--- config.mk ---
export PLATFORM = sky130hd
export DESIGN_NAME = mult_div_seq_flat
export DESIGN_NICKNAME = d
export VERILOG_FILES = /design/src/rtl/mult_div_seq_pkg.sv /design/src/rtl/mult_div_seq_if.sv /design/src/rtl/mult_div_booth_enc.sv /design/src/rtl/mult_div_seq.sv /design/src/flat_wrapper.sv
export SDC_FILE = /design/constraint.sdc
export NUM_CORES = 1
export LEC_CHECK = 0
export ABC_AREA = 1
export CAP_MARGIN = 20
export CORE_UTILIZATION = 45
export DETAILED_ROUTE_END_ITERATION = 8
export PLACE_DENSITY = 0.79
export SKIP_CTS_REPAIR_TIMING = 1
export SYNTH_ARGS = -nofsm -noshare
export SYNTH_HDL_FRONTEND = slang
export SYNTH_SLANG_ARGS = --single-unit
--- constraint.sdc ---
create_clock -name clk -period 4 [get_ports clk]
set_clock_uncertainty 0.05 [all_clocks]
set_input_delay 0.8 -clock clk [delete_from_list [all_inputs] [get_ports clk]]
set_output_delay 0.8 -clock clk [all_outputs]
set_load 0.01 [all_outputs]
--- src/rtl/mult_div_seq_pkg.sv ---
// Shared definitions for the multiply/divide sequencer: state encoding,
// shift_type encodings and default iteration counts.
package mult_div_seq_pkg;

  localparam int MUL_ITERS_DEFAULT    = 17;
  localparam int DIV_ITERS_DEFAULT    = 32;
  localparam int DIV_PRESHIFT_DEFAULT = 3;

  localparam logic [1:0] SHIFT_RIGHT2       = 2'b00;
  localparam logic [1:0] SHIFT_LEFT_RESTORE = 2'b01;
  localparam logic [1:0] SHIFT_LEFT0        = 2'b10;
  localparam logic [1:0] SHIFT_LEFT1        = 2'b11;

  typedef enum logic [2:0] {
    IDLE = 3'd0,
    LOAD = 3'd1,
    MUL  = 3'd2,
    DPRE = 3'd3,
    DSUB = 3'd4,
    DSHF = 3'd5,
    DONE = 3'd6
  } state_t;

  function automatic logic [31:0] magnitude(input logic [31:0] v);
    return v[31] ? (~v + 32'd1) : v;
  endfunction

endpackage

--- src/rtl/mult_div_seq_if.sv ---
// Bus between the sequencer and its requester / 68-bit result register.
interface mult_div_seq_if;
  logic        start;
  logic        op;
  logic        signed_op;
  logic [31:0] operand_a;
  logic [31:0] operand_b;
  logic [33:0] product_top;
  logic [1:0]  product_low;
  logic [33:0] multiplier_dividen;
  logic [33:0] result_of_add;
  logic        init_we;
  logic        we;
  logic        we_sub;
  logic        shift;
  logic [1:0]  shift_type;
  logic        busy;
  logic        done;
  logic        neg_quot;
  logic        neg_rem;

  modport master (
    output start, op, signed_op, operand_a, operand_b, product_top, product_low,
    input  multiplier_dividen, result_of_add, init_we, we, we_sub, shift,
           shift_type, busy, done, neg_quot, neg_rem
  );

  modport slave (
    input  start, op, signed_op, operand_a, operand_b, product_top, product_low,
    output multiplier_dividen, result_of_add, init_we, we, we_sub, shift,
           shift_type, busy, done, neg_quot, neg_rem
  );
endinterface

--- src/rtl/mult_div_booth_enc.sv ---
// Radix-4 Booth recoder: 3-bit group to {zero, neg, two}.
module mult_div_booth_enc (
  input  logic [2:0] group,
  output logic       zero,
  output logic       neg,
  output logic       two
);

  // Digit decode
  always_comb begin
    zero = 1'b0;
    neg  = 1'b0;
    two  = 1'b0;
    case (group)
      3'b000, 3'b111: zero = 1'b1;
      3'b001, 3'b010: zero = 1'b0;
      3'b011:         two  = 1'b1;
      3'b100: begin
        neg = 1'b1;
        two = 1'b1;
      end
      3'b101, 3'b110: neg  = 1'b1;
      default:        zero = 1'b1;
    endcase
  end

endmodule

--- src/rtl/mult_div_seq.sv ---
// Sequencer and 34-bit adder for the iterative multiply/divide unit.
// Optional signed divide is enabled by defining MULT_DIV_SIGNED_DIV_EN.
module mult_div_seq
  import mult_div_seq_pkg::*;
#(
  parameter int MUL_ITERS    = MUL_ITERS_DEFAULT,
  parameter int DIV_ITERS    = DIV_ITERS_DEFAULT,
  parameter int DIV_PRESHIFT = DIV_PRESHIFT_DEFAULT
) (
  input logic           clk,
  input logic           rst,
  mult_div_seq_if.slave bus
);

  state_t      state, state_nx;
  logic [5:0]  cnt, cnt_nx;
  logic        qbit, qbit_nx;
  logic        booth_prev, booth_prev_nx;
  logic        op_r, sgn_r;
  logic [31:0] a_r, b_r;
  logic        neg_quot_r, neg_rem_r;

  logic [33:0] ext_a, ext_b, div_a, div_b, mag, addend, sum;
  logic        cin;
  logic        b_zero, b_neg, b_two;

  assign ext_a = sgn_r ? {{2{a_r[31]}}, a_r} : {2'b00, a_r};
  assign ext_b = sgn_r ? {{2{b_r[31]}}, b_r} : {2'b00, b_r};

`ifdef MULT_DIV_SIGNED_DIV_EN
  assign div_a = sgn_r ? {2'b00, magnitude(a_r)} : {2'b00, a_r};
  assign div_b = sgn_r ? {2'b00, magnitude(b_r)} : {2'b00, b_r};
`else
  assign div_a = {2'b00, a_r};
  assign div_b = {2'b00, b_r};
`endif

  mult_div_booth_enc u_booth (
    .group ({bus.product_low, booth_prev}),
    .zero  (b_zero),
    .neg   (b_neg),
    .two   (b_two)
  );

  // State, counters and operands captured on an accepted start
  always_ff @(posedge clk or posedge rst) begin
    if (rst) begin
      state      <= IDLE;
      cnt        <= 6'd0;
      qbit       <= 1'b0;
      booth_prev <= 1'b0;
      op_r       <= 1'b0;
      sgn_r      <= 1'b0;
      a_r        <= 32'd0;
      b_r        <= 32'd0;
      neg_quot_r <= 1'b0;
      neg_rem_r  <= 1'b0;
    end else begin
      state      <= state_nx;
      cnt        <= cnt_nx;
      qbit       <= qbit_nx;
      booth_prev <= booth_prev_nx;
      if (state == IDLE && bus.start) begin
        op_r  <= bus.op;
        sgn_r <= bus.signed_op;
        a_r   <= bus.operand_a;
        b_r   <= bus.operand_b;
`ifdef MULT_DIV_SIGNED_DIV_EN
        neg_quot_r <= ~bus.op & bus.signed_op & (bus.operand_a[31] ^ bus.operand_b[31]);
        neg_rem_r  <= ~bus.op & bus.signed_op & bus.operand_a[31];
`else
        neg_quot_r <= 1'b0;
        neg_rem_r  <= 1'b0;
`endif
      end
    end
  end

  // Adder operand selection: Booth multiple in MUL, negated divisor in DSUB
  always_comb begin
    mag    = b_two ? {ext_b[32:0], 1'b0} : ext_b;
    addend = 34'd0;
    cin    = 1'b0;
    case (state)
      MUL: begin
        if (b_zero) begin
          addend = 34'd0;
        end else if (b_neg) begin
          addend = ~mag;
          cin    = 1'b1;
        end else begin
          addend = mag;
        end
      end
      DSUB: begin
        addend = ~div_b;
        cin    = 1'b1;
      end
      default: addend = 34'd0;
    endcase
  end

  assign sum = bus.product_top + addend + {33'd0, cin};

  // Next-state and register control decode
  always_comb begin
    state_nx               = state;
    cnt_nx                 = cnt;
    qbit_nx                = qbit;
    booth_prev_nx          = booth_prev;
    bus.init_we            = 1'b0;
    bus.we                 = 1'b0;
    bus.we_sub             = 1'b0;
    bus.shift              = 1'b0;
    bus.shift_type         = SHIFT_RIGHT2;
    bus.multiplier_dividen = 34'd0;
    bus.busy               = 1'b0;
    bus.done               = 1'b0;
    case (state)
      IDLE: begin
        if (bus.start) state_nx = LOAD;
        else           state_nx = IDLE;
      end
      LOAD: begin
        bus.busy               = 1'b1;
        bus.init_we            = 1'b1;
        bus.multiplier_dividen = op_r ? ext_a : div_a;
        cnt_nx                 = 6'd0;
        booth_prev_nx          = 1'b0;
        qbit_nx                = 1'b0;
        state_nx               = op_r ? MUL : DPRE;
      end
      MUL: begin
        bus.busy      = 1'b1;
        bus.we        = 1'b1;
        bus.shift     = 1'b1;
        booth_prev_nx = bus.product_low[1];
        if (cnt == 6'(MUL_ITERS - 1)) begin
          cnt_nx   = 6'd0;
          state_nx = DONE;
        end else begin
          cnt_nx = cnt + 6'd1;
        end
      end
      DPRE: begin
        bus.busy       = 1'b1;
        bus.we         = 1'b1;
        bus.shift      = 1'b1;
        bus.shift_type = SHIFT_LEFT0;
        if (cnt == 6'(DIV_PRESHIFT - 1)) begin
          cnt_nx   = 6'd0;
          state_nx = DSUB;
        end else begin
          cnt_nx = cnt + 6'd1;
        end
      end
      DSUB: begin
        bus.busy = 1'b1;
        // A clear sign bit means the divisor fits: keep the difference
        if (!sum[33]) begin
          bus.we     = 1'b1;
          bus.we_sub = 1'b1;
          qbit_nx    = 1'b1;
        end else begin
          qbit_nx = 1'b0;
        end
        state_nx = DSHF;
      end
      DSHF: begin
        bus.busy       = 1'b1;
        bus.we         = 1'b1;
        bus.shift      = 1'b1;
        bus.shift_type = qbit ? SHIFT_LEFT1 : SHIFT_LEFT0;
        if (cnt == 6'(DIV_ITERS - 1)) begin
          cnt_nx   = 6'd0;
          state_nx = DONE;
        end else begin
          cnt_nx   = cnt + 6'd1;
          state_nx = DSUB;
        end
      end
      DONE: begin
        bus.busy = 1'b1;
        bus.done = 1'b1;
        state_nx = IDLE;
      end
      default: state_nx = IDLE;
    endcase
  end

  assign bus.result_of_add = sum;
  assign bus.neg_quot      = neg_quot_r;
  assign bus.neg_rem       = neg_rem_r;

endmodule

--- src/flat_wrapper.sv ---
// flat-port wrapper written by rule: the top's interface ports become plain ports
module mult_div_seq_flat import mult_div_seq_pkg::*;
#(
  parameter int MUL_ITERS    = MUL_ITERS_DEFAULT,
  parameter int DIV_ITERS    = DIV_ITERS_DEFAULT,
  parameter int DIV_PRESHIFT = DIV_PRESHIFT_DEFAULT
)
  (clk, rst, bus_start, bus_op, bus_signed_op, bus_operand_a, bus_operand_b, bus_product_top, bus_product_low, bus_multiplier_dividen, bus_result_of_add, bus_init_we, bus_we, bus_we_sub, bus_shift, bus_shift_type, bus_busy, bus_done, bus_neg_quot, bus_neg_rem);
  mult_div_seq_if bus_i ();
  input logic clk;
  input logic rst;
  input wire logic [$bits(bus_i.start)-1:0] bus_start;
  input wire logic [$bits(bus_i.op)-1:0] bus_op;
  input wire logic [$bits(bus_i.signed_op)-1:0] bus_signed_op;
  input wire logic [$bits(bus_i.operand_a)-1:0] bus_operand_a;
  input wire logic [$bits(bus_i.operand_b)-1:0] bus_operand_b;
  input wire logic [$bits(bus_i.product_top)-1:0] bus_product_top;
  input wire logic [$bits(bus_i.product_low)-1:0] bus_product_low;
  output wire logic [$bits(bus_i.multiplier_dividen)-1:0] bus_multiplier_dividen;
  output wire logic [$bits(bus_i.result_of_add)-1:0] bus_result_of_add;
  output wire logic [$bits(bus_i.init_we)-1:0] bus_init_we;
  output wire logic [$bits(bus_i.we)-1:0] bus_we;
  output wire logic [$bits(bus_i.we_sub)-1:0] bus_we_sub;
  output wire logic [$bits(bus_i.shift)-1:0] bus_shift;
  output wire logic [$bits(bus_i.shift_type)-1:0] bus_shift_type;
  output wire logic [$bits(bus_i.busy)-1:0] bus_busy;
  output wire logic [$bits(bus_i.done)-1:0] bus_done;
  output wire logic [$bits(bus_i.neg_quot)-1:0] bus_neg_quot;
  output wire logic [$bits(bus_i.neg_rem)-1:0] bus_neg_rem;
  assign bus_i.start = bus_start;
  assign bus_i.op = bus_op;
  assign bus_i.signed_op = bus_signed_op;
  assign bus_i.operand_a = bus_operand_a;
  assign bus_i.operand_b = bus_operand_b;
  assign bus_i.product_top = bus_product_top;
  assign bus_i.product_low = bus_product_low;
  assign bus_multiplier_dividen = bus_i.multiplier_dividen;
  assign bus_result_of_add = bus_i.result_of_add;
  assign bus_init_we = bus_i.init_we;
  assign bus_we = bus_i.we;
  assign bus_we_sub = bus_i.we_sub;
  assign bus_shift = bus_i.shift;
  assign bus_shift_type = bus_i.shift_type;
  assign bus_busy = bus_i.busy;
  assign bus_done = bus_i.done;
  assign bus_neg_quot = bus_i.neg_quot;
  assign bus_neg_rem = bus_i.neg_rem;
  mult_div_seq #(.MUL_ITERS(MUL_ITERS), .DIV_ITERS(DIV_ITERS), .DIV_PRESHIFT(DIV_PRESHIFT)) u_core (.clk(clk), .rst(rst), .bus(bus_i));
endmodule
* Word-level counts from Yosys, hierarchy flattened *
Cells that the tools add are included.

cells by class
  add/subtract/negate cells = 3
  eq/ne operators = 16
  mux-type cells = 35
  bitwise operators = 2
  reduce and logical (&&, ||, !) cells = 12

operators with widths
  operator                                                               count
  34-bit two-way mux                                                     7
  34-bit one-hot mux with 2 select lines                                 1
  34-bit by 1-bit adder with 34-bit output                               1
  34-bit adder                                                           1
  32-bit inverter with 34-bit output                                     1
  34-bit inverter                                                        1
  6-bit one-hot mux with 4 select lines                                  1
  3-bit equality test, second input constant                             7
  6-bit two-way mux                                                      3
  3-bit one-hot mux with 6 select lines                                  1
  1-bit two-way mux                                                      14
  6-bit by 5-bit equality test with 1-bit output, second input constant  2
  3-bit by 2-bit equality test with 1-bit output, second input constant  3
  1-bit one-hot mux with 2 select lines                                  4
  6-bit by 1-bit adder with 6-bit output, second input constant          1
  6-bit by 2-bit equality test with 1-bit output, second input constant  1
  3-bit logical NOT                                                      2
  3-bit two-way mux                                                      2
  3-bit OR reduction                                                     2
  6-bit OR reduction                                                     1
  2-bit by 1-bit != test with 1-bit output, second input constant        2
  2-bit one-hot mux with 2 select lines                                  1
  2-bit nonzero test                                                     2
  4-bit nonzero test                                                     1
  5 further kinds                                                        6

word-level totals
  register bits = 77
  bits of input ports = 105
  output and inout bits = 78
  logic and storage cells = 76

* Logic depth before layout (Yosys ltp) *
Gate-level depths: netlist (run 1).

  word-level depth = 12
  mapped depth = 23
  mapped depth without buffers = 22

* Modules after synthesis *
A second synthesis (run 1) with hierarchy kept.

unflattened totals
  cell total of the unflattened synthesis = 960
  area total of the unflattened synthesis = 6522.5 µm²

by module, submodules not included
  module              instances  cells each  area each (µm²)  sequential area each (µm²)
  mult_div_seq        1          951         6482.5           1926.8
  mult_div_booth_enc  1          9           40.0             0.0

* Least setup slack after synthesis (run 1) *
No wires, ideal clock.

  path type = in2out
  start point = input port bus_product_low[0]
  end point = output port bus_result_of_add[18]
  arrival time = 3.090 ns
  data required time = 3.150 ns
  path slack = 0.060 ns
  cell stages on the path = 17
  buffers on the path = 1
  cell sequence = nand2_1 -> nand2_2 -> inv_2 -> nand2_4 -> buf_4 -> o21ai_0 -> o21ai_0 -> o21ai_0 -> fa_1 -> inv_1 -> fa_1 -> o21ai_1 -> nand2_1 -> nand2_1 -> a21oi_1 -> o21bai_1 -> xor2_1

on the way
  cells in the longest elaborated chain, start to end = 10
  elaborated cells on any way between the ends = 22
  classes of those cells = add/sub: 2; eq/ne: 5; mux: 10; bitwise: 1; reduce/logical: 4

ends and longest elaborated chain
  element                                                                                line                      RTL
  start: declaration                                                                     flat_wrapper.sv:18        input wire logic [$bits(bus_i.product_low)-1:0] bus_product_low;
  3-bit equality test or 3-bit by 2-bit equality test with 1-bit output (tied branches)  mult_div_booth_enc.sv:14  case (group)
  2-bit OR reduction (no source line)                                                    n/a
  1-bit two-way mux                                                                      mult_div_booth_enc.sv:14
  34-bit two-way mux                                                                     mult_div_seq.sv:81        mag = b_two ? {ext_b[32:0], 1'b0} : ext_b;
  34-bit inverter                                                                        mult_div_seq.sv:89        addend = ~mag;
  34-bit two-way mux                                                                     mult_div_seq.sv:88        end else if (b_neg) begin
  34-bit two-way mux                                                                     mult_div_seq.sv:86        if (b_zero) begin
  34-bit one-hot mux with 2 select lines                                                 mult_div_seq.sv:84        case (state)
  34-bit adder                                                                           mult_div_seq.sv:103       assign sum = bus.product_top + addend + {33'd0, cin};
  34-bit by 1-bit adder with 34-bit output (*)                                           mult_div_seq.sv:103
  end: declaration                                                                       flat_wrapper.sv:20        output wire logic [$bits(bus_i.result_of_add)-1:0] bus_result_of_add;

Every way passes the cells marked *; elsewhere a longest branch is shown, timed or not.

* Worst setup path in the final report (run 1) *
  start point = input port bus_product_low[0]
  end point = output port bus_result_of_add[32]

The elaborated chain is that of the path after synthesis.

==> metrics.txt, run 1 <==
first-pass GRT wire length=about 32 mm; root buffer cell=clkbuf_16; worst-margin pin slew=roughly 0.80 ns; initial antenna violation count=0; failing checks=negative setup slack; Max Cap Viol=0; worst hold path class=register to register; worst r2r src=u_core.booth_prev; Synth Instances=just under 1000; synthesis warning total=0; fin util=0.733; Critical Path RT=3.15 ns; antenna cells=0; post-route minimum period=4.32 ns; Peak VDD IR=roughly 0.24 mV; Net Sw Power=0.460 mW; GRT overflow=0; routed vias=around 7700; CP Max Fanout=9; combinational share of power=0.181; run status=complete, but fails checks; CTS Buf Count=9; CP arrival=around 3.5 ns; placed cell count=1413; CP Capture Type=output pin; Post-Layout Cell Count=1445; synthesis-stage register bit count=a little under 80; R2R Setup Slk=0.91 ns; Final WS setup=-0.323 ns; synthesis-to-layout area growth=57.9%; clk slew on worst S/H paths=0.05 ns; Synth cell types=38; period utilisation layout=1.08; number of routed nets with antenna violations=0; layout cells sized above 1=0.255; drt total wl=21.5 mm; DRC Markers=0; Flop pwr share=0.391; kind of critical path=primary input to output pin; syn_area_per_cell=6.68 um2; RD Place Congestion=0.923; 1st-iter DRT viols=a little over 400; gr usage total=0.270; wire length per cell=14.9 um; Sink Count=77; Seq/Total Area, Yosys=0.298; max-slew violation count=0; sw frac=0.231; Cell Area, Synth=6460 um2; Avg Vias per Cell=5.32; pin count of the biggest net entering global routing=61; Ports=183; Final Hold Viols=0; Starting Density=0.464; Core Area=13900 um2; path depth of the worst reg2reg path=20; CP Launch Type=primary input; hold_ws=0.460 ns; FF-to-FF End=u_core.qbit; clk buf depth=2; final net count=1403; port bufs=180; Die Span Y=122 um; Worst-Skew Late Latency=approximately 0.33 ns; Die ar.=14800 um2; RSZ-0062 raised after global routing=true; TritonRoute pass-1 iters=5; Die Wd=122 um; Setup Total Neg Slack=-6.17 ns; number of global-route vias before repair=6924; P_leak=5.36 nW; Internal=1.53 mW; DP Wirelength=15.4 mm; headroom to the max-slew limit=0.464; Pwr Density=195 nW/um2; count of final setup violators=27; cell row count=43; Fmax=between 200 and 250 MHz; clock share of power=0.428; Hold Path Cell Cnt=2; H-Tree Depth=3; FILL cells=1022; Hold Path End=u_core.a_r[3]; Min-Delay Startpoint=u_core.a_r[3]; CTS tree=done
-- power groups by stage --
stage	Sequential [mW]	Clock, mW	Combinational (mW)
floorplan	0.794	0	0.111
global placement	0.794	0	0.321
detailed placement	0.794	0	0.325
CTS	0.781	0.871	0.326
global route	0.780	0.904	0.386
finish	0.781	0.854	0.360
-- area by class of cell --
class,count,area (um2),area share
timing repair buffer,317,2930,0.287
clock inverter,5,75.1,0.00735
multi-input combinational,728,4330,0.424
inverter,128,483,0.0473
tap,180,225,0.0221
clock buffer,10,239,0.0234
sequential,77,1930,0.189
-- per-layer routing --
metal | share of wire | up-vias | GRT usage
met5 | 0 | - | 0
met4 | 0.027 | 0 | 0.0856
met3 | 0.092 | 50 | 0.0609
met2 | 0.47 | 352 | 0.454
met1 | 0.41 | 3531 | 0.343
li1 | - | 3758 | -
-- cells in the final DEF, fill, tap and decap left out, types with 7 or more instances in the layout --
master / instances
nor2_2: 14
nand2_1: 143
o211ai_1: 9
buf_2: 17
buf_6: 14
dlymetal6s2s_1: 9
dfrtp_1: 77
inv_1: 118
a21oi_2: 21
inv_2: 9
nand2_2: 31
buf_4: 115
ha_1: 35
clkbuf_16: 12
nand3_1: 28
clkbuf_2: 7
nand3_2: 10
o21ai_1: 53
o21ai_2: 13
mux2_2: 9
o21ai_0: 69
a21oi_1: 82
xor2_1: 12
nand2_4: 10
nor2_1: 127
clkdlybuf4s50_1: 144
buf_12: 7
a21o_1: 8
-- worst max-delay path, cell delays in order --
cell,delay [ns]
buf_8,0.09
nor2_4,0.04
nand2_4,0.13
nand2_4,0.10
buf_6,0.15
o21ai_0,0.28
nand2_1,0.14
o211ai_1,0.11
o21ai_1,0.13
ha_1,0.33
buf_4,0.15
a21oi_1,0.17
o21ai_1,0.12
a21oi_1,0.19
nand2_2,0.12
nand3_1,0.10
nand2_1,0.06
nand2_1,0.06
nand2_1,0.04
dlymetal6s2s_1,0.16
-- worst max path at each step --
stage / from / endpoint / slack [ns]
floorplan: bus_product_low[0] / bus_result_of_add[18] / 0.06
global placement: bus_product_low[1] / bus_result_of_add[30] / -1.11
detailed placement: bus_product_low[1] / bus_result_of_add[30] / -1.22
CTS: bus_product_low[1] / bus_result_of_add[30] / -1.23
global route: bus_product_low[1] / bus_result_of_add[30] / -0.46
finish: bus_product_low[0] / bus_result_of_add[32] / -0.32
-- per-stage QoR --
step | power [mW] | setup WS (ns) | instance area [um2]
final | 2.00 | -0.323 | 10200
after global routing | 2.07 | -0.456 | 10200
after CTS | 1.98 | -1.23 | 9600
after detailed placement | 1.12 | -1.22 | 9290
after global placement | 1.12 | -1.11 | 9290
after floorplan | 0.905 | 0.0604 | 6470
-- cell usage after synthesis (all sizes together) --
cell type | count | area (um2)
inv | 128 | 480
clkbuf | 15 | 60.1
a21boi | 3 | 22.5
xnor2 | 4 | 35.0
nand2 | 185 | 761
mux2 | 9 | 101
nand4 | 5 | 31.3
a21oi | 103 | 515
and3 | 1 | 6.26
conb | 1 | 3.75
nor2 | 145 | 561
nor3 | 8 | 40.0
o21a | 2 | 15.0
fa | 2 | 40.0
dfrtp | 77 | 1930
nor4 | 2 | 12.5
xor2 | 16 | 159
o21bai | 6 | 45.0
a21o | 9 | 67.6
o21ai | 137 | 689
o211ai | 9 | 67.6
nand3 | 41 | 225
ha | 35 | 438
a31oi | 1 | 6.26
o2111ai | 2 | 17.5
buf | 22 | 138
-- cell families after synthesis --
logic type | share of synthesized area
buffers and inverters | 0.105
other | 0.000580
XOR/XNOR | 0.0300
adder cells (fa/ha/maj) | 0.0739
multiplexers | 0.0157
AO/OA/AOI/OAI | 0.224
AND/OR/NAND/NOR | 0.253
flip-flops | 0.298
-- registers in the layout, indices dropped and copies added (netlist names) --
| name | flops |
|---|---|
| u_core.booth_prev | 1 |
| u_core.b_r | 32 |
| u_core.qbit | 1 |
| u_core.a_r | 32 |
| u_core.cnt | 6 |
| u_core.sgn_r | 1 |
| u_core.op_r | 1 |
| u_core.state | 3 |
(Power assumes the default switching activity.)
==> run 2: changes to the inputs <==
--- a/config.mk
+++ b/config.mk
@@ -8,6 +8,7 @@
 export ABC_AREA = 1
 export CAP_MARGIN = 20
 export CORE_UTILIZATION = 45
+export CTS_CLUSTER_SIZE = 10
 export DETAILED_ROUTE_END_ITERATION = 8
 export PLACE_DENSITY = 0.79
 export SKIP_CTS_REPAIR_TIMING = 1
==> results of run 2 <==
No change in the layout: final DEF, timing and power equal those of run 1.
